$ cat src/rtl/ccff_loader_pkg.sv
// Shared types and constants for the configuration-chain bitstream loader.
// The CRC step helper is the single definition used by the serial CRC block.
package ccff_loader_pkg;

  typedef enum logic [1:0] {
    StIdle,
    StShift,
    StWait,
    StDone
  } ld_state_e;

  localparam logic [15:0] CRC_POLY = 16'h1021;
  localparam logic [15:0] CRC_INIT = 16'hFFFF;

  // CRC-16/CCITT, one bit per call, MSB-first.
  function automatic logic [15:0] crc16_step(input logic [15:0] crc, input logic din);
    logic fb;
    fb = crc[15] ^ din;
    crc16_step = {crc[14:0], 1'b0} ^ (fb ? CRC_POLY : 16'h0000);
  endfunction

endpackage

$ cat src/rtl/ccff_crc16_serial.sv
// Bit-serial CRC-16/CCITT accumulator with enable and synchronous init.
// Init takes priority over a simultaneous enabled bit.
module ccff_crc16_serial
  import ccff_loader_pkg::*;
(
  input  logic        clk_i,
  input  logic        rst_ni,
  input  logic        init_i,
  input  logic        en_i,
  input  logic        bit_i,
  output logic [15:0] crc_o
);

  logic [15:0] crc_q, crc_d;

  always_comb begin
    crc_d = crc_q;
    if (init_i) begin
      crc_d = CRC_INIT;
    end else if (en_i) begin
      crc_d = crc16_step(crc_q, bit_i);
    end
  end

  always_ff @(posedge clk_i or negedge rst_ni) begin
    if (!rst_ni) begin
      crc_q <= CRC_INIT;
    end else begin
      crc_q <= crc_d;
    end
  end

  assign crc_o = crc_q;

endmodule

$ cat src/rtl/ccff_bitstream_loader.sv
// Word-to-serial loader for the fabric configuration chain: shifts chain_len bits into
// ccff_head, gates the chain clock, holds I/O isolation and CRCs the displaced tail bits.
module ccff_bitstream_loader
  import ccff_loader_pkg::*;
#(
  parameter int unsigned DATA_W = 32,
  parameter int unsigned CNT_W  = 20
) (
  input  logic              prog_clk,
  input  logic              pReset_n,
  input  logic              start,
  input  logic              abort,
  input  logic [CNT_W-1:0]  chain_len,
  input  logic              word_valid,
  output logic              word_ready,
  input  logic [DATA_W-1:0] word_data,
  output logic              ccff_head,
  output logic              chain_clk_en,
  input  logic              ccff_tail,
  output logic              io_isol_n,
  output logic              busy,
  output logic              done,
  output logic [15:0]       tail_crc
);

  localparam int unsigned      SCntW    = $clog2(DATA_W + 1);
  localparam logic [CNT_W-1:0] WordBits = CNT_W'(DATA_W);
  localparam logic [CNT_W-1:0] CntOne   = CNT_W'(1);
  localparam logic [SCntW-1:0] SCntOne  = SCntW'(1);
  localparam logic [SCntW-1:0] SCntLoad = SCntW'(DATA_W - 1);

  ld_state_e         state_q, state_d;
  logic [CNT_W-1:0]  bits_left_q, bits_left_d;
  logic [CNT_W-1:0]  bits_req_q, bits_req_d;
  logic [DATA_W-1:0] shift_q, shift_d;
  logic [SCntW-1:0]  shift_cnt_q, shift_cnt_d;
  logic [DATA_W-1:0] hold_q, hold_d;
  logic              hold_vld_q, hold_vld_d;
  logic              head_q, head_d;
  logic              clk_en_q, clk_en_d;
  logic              ready_q, ready_d;
  logic              busy_q, busy_d;
  logic              done_q, done_d;
  logic              isol_n_q, isol_n_d;
  logic              crc_init;
  logic              advance;
  logic              hs;
  logic [CNT_W-1:0]  take;

  assign hs   = word_valid & ready_q;
  assign take = (bits_req_q > WordBits) ? WordBits : bits_req_q;

  // The registered head/enable describe the bit the chain samples during the next cycle,
  // so a bit is drawn from the buffers at the edge that opens its shift cycle.
  always_comb begin
    state_d     = state_q;
    bits_left_d = bits_left_q;
    bits_req_d  = bits_req_q;
    shift_d     = shift_q;
    shift_cnt_d = shift_cnt_q;
    hold_d      = hold_q;
    hold_vld_d  = hold_vld_q;
    head_d      = head_q;
    clk_en_d    = 1'b0;
    done_d      = done_q;
    isol_n_d    = isol_n_q;
    crc_init    = 1'b0;
    advance     = 1'b0;

    unique case (state_q)
      StIdle, StDone: begin
        if (start) begin
          bits_left_d = chain_len;
          bits_req_d  = chain_len;
          shift_cnt_d = '0;
          hold_vld_d  = 1'b0;
          crc_init    = 1'b1;
          if (chain_len == '0) begin
            state_d  = StDone;
            done_d   = 1'b1;
            isol_n_d = 1'b1;
          end else begin
            state_d  = StWait;
            done_d   = 1'b0;
            isol_n_d = 1'b0;
          end
        end
      end
      StShift, StWait: begin
        if (hs) begin
          bits_req_d = bits_req_q - take;
        end
        if (bits_left_q == '0) begin
          state_d     = StDone;
          done_d      = 1'b1;
          isol_n_d    = 1'b1;
          shift_cnt_d = '0;
          hold_vld_d  = 1'b0;
        end else begin
          if (shift_cnt_q != '0) begin
            head_d      = shift_q[0];
            shift_d     = shift_q >> 1;
            shift_cnt_d = shift_cnt_q - SCntOne;
            advance     = 1'b1;
            if (hs) begin
              hold_d     = word_data;
              hold_vld_d = 1'b1;
            end
          end else if (hold_vld_q) begin
            head_d      = hold_q[0];
            shift_d     = hold_q >> 1;
            shift_cnt_d = SCntLoad;
            hold_vld_d  = 1'b0;
            advance     = 1'b1;
          end else if (hs) begin
            // Both buffers empty: the arriving word bypasses the holding register.
            head_d      = word_data[0];
            shift_d     = word_data >> 1;
            shift_cnt_d = SCntLoad;
            advance     = 1'b1;
          end
          if (advance) begin
            clk_en_d    = 1'b1;
            bits_left_d = bits_left_q - CntOne;
            state_d     = StShift;
          end else begin
            state_d = StWait;
          end
        end
      end
      default: state_d = StIdle;
    endcase

    // Chain contents are undefined after a cancel, so isolation stays asserted.
    if (abort) begin
      state_d     = StIdle;
      bits_left_d = '0;
      bits_req_d  = '0;
      shift_cnt_d = '0;
      hold_vld_d  = 1'b0;
      clk_en_d    = 1'b0;
      done_d      = 1'b0;
      isol_n_d    = 1'b0;
      crc_init    = 1'b0;
    end

    busy_d  = (state_d == StShift) || (state_d == StWait);
    ready_d = busy_d && !hold_vld_d && (bits_req_d != '0);
  end

  always_ff @(posedge prog_clk or negedge pReset_n) begin
    if (!pReset_n) begin
      state_q     <= StIdle;
      bits_left_q <= '0;
      bits_req_q  <= '0;
      shift_q     <= '0;
      shift_cnt_q <= '0;
      hold_q      <= '0;
      hold_vld_q  <= 1'b0;
      head_q      <= 1'b0;
      clk_en_q    <= 1'b0;
      ready_q     <= 1'b0;
      busy_q      <= 1'b0;
      done_q      <= 1'b0;
      isol_n_q    <= 1'b0;
    end else begin
      state_q     <= state_d;
      bits_left_q <= bits_left_d;
      bits_req_q  <= bits_req_d;
      shift_q     <= shift_d;
      shift_cnt_q <= shift_cnt_d;
      hold_q      <= hold_d;
      hold_vld_q  <= hold_vld_d;
      head_q      <= head_d;
      clk_en_q    <= clk_en_d;
      ready_q     <= ready_d;
      busy_q      <= busy_d;
      done_q      <= done_d;
      isol_n_q    <= isol_n_d;
    end
  end

  ccff_crc16_serial u_crc (
    .clk_i  (prog_clk),
    .rst_ni (pReset_n),
    .init_i (crc_init),
    .en_i   (clk_en_q),
    .bit_i  (ccff_tail),
    .crc_o  (tail_crc)
  );

  assign word_ready   = ready_q;
  assign ccff_head    = head_q;
  assign chain_clk_en = clk_en_q;
  assign busy         = busy_q;
  assign done         = done_q;
  assign io_isol_n    = isol_n_q;

endmodule
$ cat config.mk
export PLATFORM = sky130hd
export DESIGN_NAME = ccff_bitstream_loader
export DESIGN_NICKNAME = d
export VERILOG_FILES = /design/src/rtl/ccff_loader_pkg.sv /design/src/rtl/ccff_crc16_serial.sv /design/src/rtl/ccff_bitstream_loader.sv
export SDC_FILE = /design/constraint.sdc
export NUM_CORES = 1
export LEC_CHECK = 0
export BUFFER_PORTS_ARGS = -buffer_cell sky130_fd_sc_hd__buf_4
export CAP_MARGIN = 30
export CORE_MARGIN = 5
export CORE_UTILIZATION = 60
export CTS_BUF_LIST = sky130_fd_sc_hd__clkbuf_4 sky130_fd_sc_hd__clkbuf_8
export CTS_CLUSTER_DIAMETER = 100
export DETAILED_ROUTE_END_ITERATION = 16
export GPL_ROUTABILITY_DRIVEN = 0
export PLACE_DENSITY = 0.88
export SETUP_SLACK_MARGIN = 0.5
export SLEW_MARGIN = 10
export SYNTH_ARGS = -nofsm -noshare
export SYNTH_HDL_FRONTEND = slang
export SYNTH_SLANG_ARGS = --single-unit
$ cat constraint.sdc
create_clock -name prog_clk -period 3.15 [get_ports prog_clk]
set_input_delay 0.4725 -clock prog_clk [delete_from_list [all_inputs] [get_ports prog_clk]]
set_output_delay 0.4725 -clock prog_clk [all_outputs]
set_load 0.01 [all_outputs]
---- Word level (Yosys, flattened, before mapping) ----
Index checks and enable logic that the tools add are counted.
storage, ports and cells
  output and inout port bits .............. 22
  register bits ........................... 134
cells by class
  add/subtract/negate cells ............... 3
  bitwise gates (word level) .............. 4
  reductions and logical operators ........ 18
  $lt $le $gt $ge ......................... 1
  eq/ne operators ......................... 10
  muxes and demuxes ....................... 55
operators with widths
  kind                                                                    count
  20-bit two-way mux                                                      8
  32-bit two-way mux                                                      3
  20-bit one-hot mux with 2 select lines                                  2
  20-bit zero test                                                        2
  6-bit two-way mux                                                       6
  16-bit two-way mux                                                      2
  1-bit two-way mux                                                       25
  20-bit by 6-bit > comparator with 1-bit output (second input constant)  1
  20-bit nonzero test                                                     1
  20-bit by 1-bit subtractor with 20-bit output (second input constant)   1
  20-bit subtractor                                                       1
  16-bit XOR                                                              1
  13-bit two-way mux                                                      1
  3-bit != test (second input constant)                                   4
  6-bit one-hot mux with 2 select lines                                   1
  2-bit two-way mux                                                       4
  2-bit equality test (second input constant)                             3
  6-bit != test (second input constant)                                   1
  3-bit AND reduction                                                     2
  6-bit nonzero test                                                      1
  6-bit by 1-bit subtractor with 6-bit output (second input constant)     1
  2-bit by 1-bit equality test with 1-bit output (second input constant)  2
  1-bit one-hot mux with 2 select lines                                   2
  2-bit one-hot mux with 2 select lines                                   1
  other kinds (12)                                                        15

---- Depth between registers and ports, before layout ----
  word-level depth ........................ 14
  gate-level depth with buffers ........... 13
  mapped depth without buffers ............ 13

---- Hierarchy ----
Synthesis repeated with hierarchy kept, for this count alone.
second synthesis, totals
  cell total of the unflattened synthesis .. 847
  area, all modules ....................... 7243.2 sq um
modules (own cells, without submodules)
  module                 instances  seq. area each (sq um)  area each (sq um)  cells each
  ccff_bitstream_loader  1          2927.8                  6502.5             791
  ccff_crc16_serial      1          420.4                   740.7              56

---- Worst setup path before layout ----
No wires, ideal clock.
  path type ............................... reg-to-reg
  start ................................... register bits_left_q[0]
  end ..................................... register bits_left_q[15]
  slack ................................... 0.693 ns
  stages on the path, launching flop included .. 12
  arrival ................................. 2.330 ns
  setup time .............................. 0.127 ns
  path through ............................ dfrtp_1 -> inv_1 -> ha_1 -> nor3b_1 -> and4b_1 -> a41o_1 -> or2_2 -> buf_2 -> nand2_1 -> nand2b_1 -> buf_2 -> o22ai_1
between the ends
  longest elaborated chain between the ends .. 5
ends and longest elaborated chain
  item                                           line                          source
  start: declaration                             ccff_bitstream_loader.sv:33   logic [CNT_W-1:0] bits_left_q, bits_left_d;
  start signal: assignment                       ccff_bitstream_loader.sv:168  bits_left_q <= bits_left_d;
  20-bit by 1-bit subtractor with 20-bit output  ccff_bitstream_loader.sv:124  bits_left_d = bits_left_q - CntOne;
  20-bit two-way mux                             ccff_bitstream_loader.sv:122  if (advance) begin
  20-bit two-way mux                             ccff_bitstream_loader.sv:93   if (bits_left_q == '0) begin
  20-bit one-hot mux with 2 select lines         ccff_bitstream_loader.sv:70   unique case (state_q)
  20-bit two-way mux                             ccff_bitstream_loader.sv:135  if (abort) begin
Parallel ways exist; a longest one is shown, timed or not. The select of a mux whose other input is x is not followed.
A chain may end at the register's enable or synchronous reset.

---- Final worst setup path ----
  start ................................... register state_q[0]
  end ..................................... register ready_q, in the netlist word_ready
between the ends
  longest elaborated chain between the ends .. 8
ends and longest elaborated chain
  item                                                                                          line                          source
  start: declaration                                                                            ccff_bitstream_loader.sv:32   ld_state_e state_q, state_d;
  start signal: assignment                                                                      ccff_bitstream_loader.sv:153  state_q <= StIdle;
  start signal: assignment                                                                      ccff_bitstream_loader.sv:167  state_q <= state_d;
  2-bit by 1-bit equality test with 1-bit output, or another cell as far along                  ccff_bitstream_loader.sv:70
  2-bit OR reduction                                                                            ccff_bitstream_loader.sv:70
  2-bit one-hot mux with 2 select lines                                                         ccff_bitstream_loader.sv:70
  2-bit two-way mux                                                                             ccff_bitstream_loader.sv:135
  2-bit by 1-bit equality test with 1-bit output / 2-bit equality test (equally long branches)  ccff_bitstream_loader.sv:147  busy_d = (state_d == StShift) || (state_d == StWait);
  1-bit logical OR                                                                              ccff_bitstream_loader.sv:147
  1-bit logical AND                                                                             ccff_bitstream_loader.sv:148  ready_d = busy_d && !hold_vld_d && (bits_req_d != '0);
  1-bit logical AND *                                                                           ccff_bitstream_loader.sv:148
  net ready_d                                                                                   ccff_bitstream_loader.sv:41   logic ready_q, ready_d;
  end signal: assignment                                                                        ccff_bitstream_loader.sv:176  ready_q <= ready_d;
  end: declaration                                                                              ccff_bitstream_loader.sv:41
Mark *: on every way through the listed nets, which the timed path passes. The rest lies on a longest branch.

==> qor.yml <==
timing:
  slew_headroom_pct: 53.0
  tns_ns: 0
  worst_slew_pin_slew_ns: 0.705
  max_freq_ghz: 0.390
  fin_ws_ns: 0.585
  fin_crit_ns: 2.56
  slew_viol_final: 0
  post-route-period-util_pct: 81.4
  skew_ns: 0.0164
  finalHoldViolations: 0
  rsz0062_at_grt: "false"
  finalSetupViolations: 0
floorplan:
  core_area_um2: 11400
  die_x_um: 118
  ios: 80
  rows: 39
  die_h_um: 118
  dieArea_um2: 13800
  start_util_pct: 61.2
synth:
  synth_edf_count: 0
  synthesis.instances: 729
  synth.distinct_cells: 66
  synth_top_area_cell: "dfrtp_1"
  synth_ff_type: "dfrtp_1"
  avgSynthCellArea_um2: 9.54
  syn-num-nets: 790
  ys_warn_count: 0
  synth_top_area_share_pct: 42.1
  async_reset_ff_share_pct: 100
  synth_area_leaders: "dfrtp_1, dfstp_2, mux2i_1, mux2_2, o21ai_0"
  syn-cell-area_um2: 6960
  synth_seq_cells: 133
  synthMostInstantiatedCell: "dfrtp_1"
  ys_seq_area_share_pct: 48.1
  yosys-top-cells-count: "dfrtp_1, nor2_1, o21ai_0"
placed_design:
  dp_hpwl_um: 12000
  place_area_um2: 7690
  place_ws_ns: 0.290
  port_buffers: 79
  post-place-cells: 923
min_path:
  hp-class: "in -> async"
pwr:
  pwr-share-clk_pct: 17.4
  ir_drop_mv: 0.621
  power_frac_seq_pct: 34.3
  p_sw_uw: 3750
  internal-power_uw: 4840
  switching_share_pct: 43.6
  powerDensity_nw_per_um2: 1040
  power.leakage_uw: 0.00350
  p_comb_share_pct: 48.3
clock_network:
  root_buffer: "clkbuf_8"
  path_clk_slew_ns: 0.08
  cts_num_sinks: 133
  numCtsBuffers: 17
  clk_latency_ns: 0.46
  htree_levels: 4
  clockBufferDepth: 2
  cts_tree: "done"
drt:
  drtIter0Drc: 806
  vias_per_cell: 6.45
  drc: 0
  vias: 6194
  detail-route-antenna-nets: 0
  avgRoutedWirePerCell_um: 18.5
  wl_um: 17800
  firstDrtPassIters: 7
worst_setup_path:
  arrival_ns: 2.89
  end_kind: "register"
  criticalPathCategory: "reg -> reg"
  crit_required_ns: 3.48
  cp_max_fo: 15
  critPathLaunchType: "register"
global_routing:
  grt.overflow.total: 0
  grt_pass1_wl_um: 29200
  antenna_found_initial: 0
  first_global_vias: 6085
  grt_use_total_pct: 25.3
  grt_max_degree: 68
cells_and_area:
  syn_to_final_growth_pct: 18.6
  nNetsFinal: 866
  post_route_cells_drive_above_1_share_pct: 26.4
  stdcell_count: 960
  diodes: 0
  finalInstanceArea_um2: 8250
outcome:
  status: "completed"
flow_run:
  cap_violations: 0
==> per-layer routing <==
metal	vias up	routed length (µm)	track usage (%)
met3	65	1710	7.93
met2	356	8390	39.0
met1	2964	7160	33.1
li1	2809	-	-
met4	0	501	10.6
met5	-	0	0
==> final cells by class <==
class	instances	area, µm²
repair buffers	103	785
well taps	143	179
clock inverters	12	155
multi-input cells	540	3490
inverters	10	37.5
clock buffers	19	255
fillers	775	3120
flip-flops and latches	133	3350
==> state kept, by name, summed over array words and instances, names as in the netlist <==
name          flops
bits_left_q      20
bits_req_q       20
busy              1
ccff_head         1
chain_clk_en      1
hold_q           32
hold_vld_q        1
io_isol_n         1
shift_cnt_q       6
shift_q          31
state_q           2
u_crc.crc_o      16
word_ready        1
==> cell usage in the layout (no fill, tap or decap), types with 3 or more instances in the layout <==
| master | n |
|---|---|
| a31oi_1 | 9 |
| o22a_1 | 17 |
| o21ai_0 | 64 |
| nand2_1 | 64 |
| or4_4 | 3 |
| xor2_1 | 5 |
| nand2b_1 | 3 |
| o31ai_1 | 5 |
| nor4_1 | 15 |
| nor2_1 | 85 |
| bufinv_16 | 3 |
| nor3b_1 | 3 |
| a211oi_1 | 6 |
| a22oi_1 | 4 |
| buf_6 | 3 |
| or3_1 | 5 |
| nor3_2 | 3 |
| mux2i_1 | 40 |
| dfrtp_1 | 115 |
| o21ai_1 | 6 |
| and2_1 | 3 |
| o22ai_1 | 4 |
| o311ai_0 | 4 |
| or4_1 | 3 |
| dfstp_2 | 16 |
| clkbuf_8 | 18 |
| nand3_1 | 5 |
| clkinvlp_4 | 5 |
| and3_1 | 8 |
| a21oi_1 | 65 |
| buf_4 | 100 |
| mux2_2 | 33 |
| inv_1 | 10 |
| a211o_1 | 4 |
| nor3_1 | 20 |
| a21o_1 | 3 |
==> final timing paths <==
kind / from / slack (ns) / cells after the start / to
hold / removal: pReset_n / 0.04 / 1 / bits_left_q[5]
setup / recovery: state_q[0] / 0.59 / 8 / word_ready
max in group asynchronous: pReset_n / 2.21 / 3 / bits_left_q[0]
setup reg to reg: state_q[0] / 0.59 / 8 / word_ready
hold reg to reg: shift_q[15] / 0.49 / 2 / shift_q[15]
min in group prog_clk: word_data[1] / 0.25 / 2 / hold_q[1]
==> through the flow <==
stage | power, µW | utilization [%] | hold WS (ns)
2_1_floorplan | 5750 | - | 0.177
3_3_place_gp | 6530 | 67.6 | 0.462
3_5_place_dp | 6790 | 67.6 | 0.475
4_1_cts | 8380 | 71.6 | 0.0692
5_1_grt | 9210 | 72.5 | 0.0885
6_report | 8590 | 72.5 | 0.0448
==> power groups by stage <==
stage / sequential [µW] / clock (µW) / combinational [µW]
3_5_place_dp: 2930 / 0 / 3860
2_1_floorplan: 2800 / 0 / 2940
3_3_place_gp: 2870 / 0 / 3660
5_1_grt: 3030 / 1590 / 4580
6_report: 2950 / 1500 / 4140
4_1_cts: 2910 / 1510 / 3960
==> logic make-up after synthesis <==
family                     share of synthesized area (%)
and+or+nand+nor                                     17.1
other                                             0.0539
DFF                                                 48.1
AOI/OAI and AO/OA                                   18.9
adders and majority gates                          0.540
xor gates and xnor gates                           0.881
buffers and inverters                               3.27
muxes                                               11.1
==> timing repair <==
item	CTS	global route
setup endpoints to repair	70	90
buffers inserted	3	3
pin swaps	1	0
hold buffers	0	0
gates resized for setup	4	23
==> worst max-delay path, stage by stage (launching register included) <==
cell and delay (ns):
dfrtp_1 0.46, xnor2_4 0.47, or3_1 0.29, nor2_1 0.08, or3_1 0.34, a32oi_1 0.29
and4b_1 0.24, and4_1 0.20, a211oi_2 0.06
Note: power is estimated with default switching activity, not from simulation.
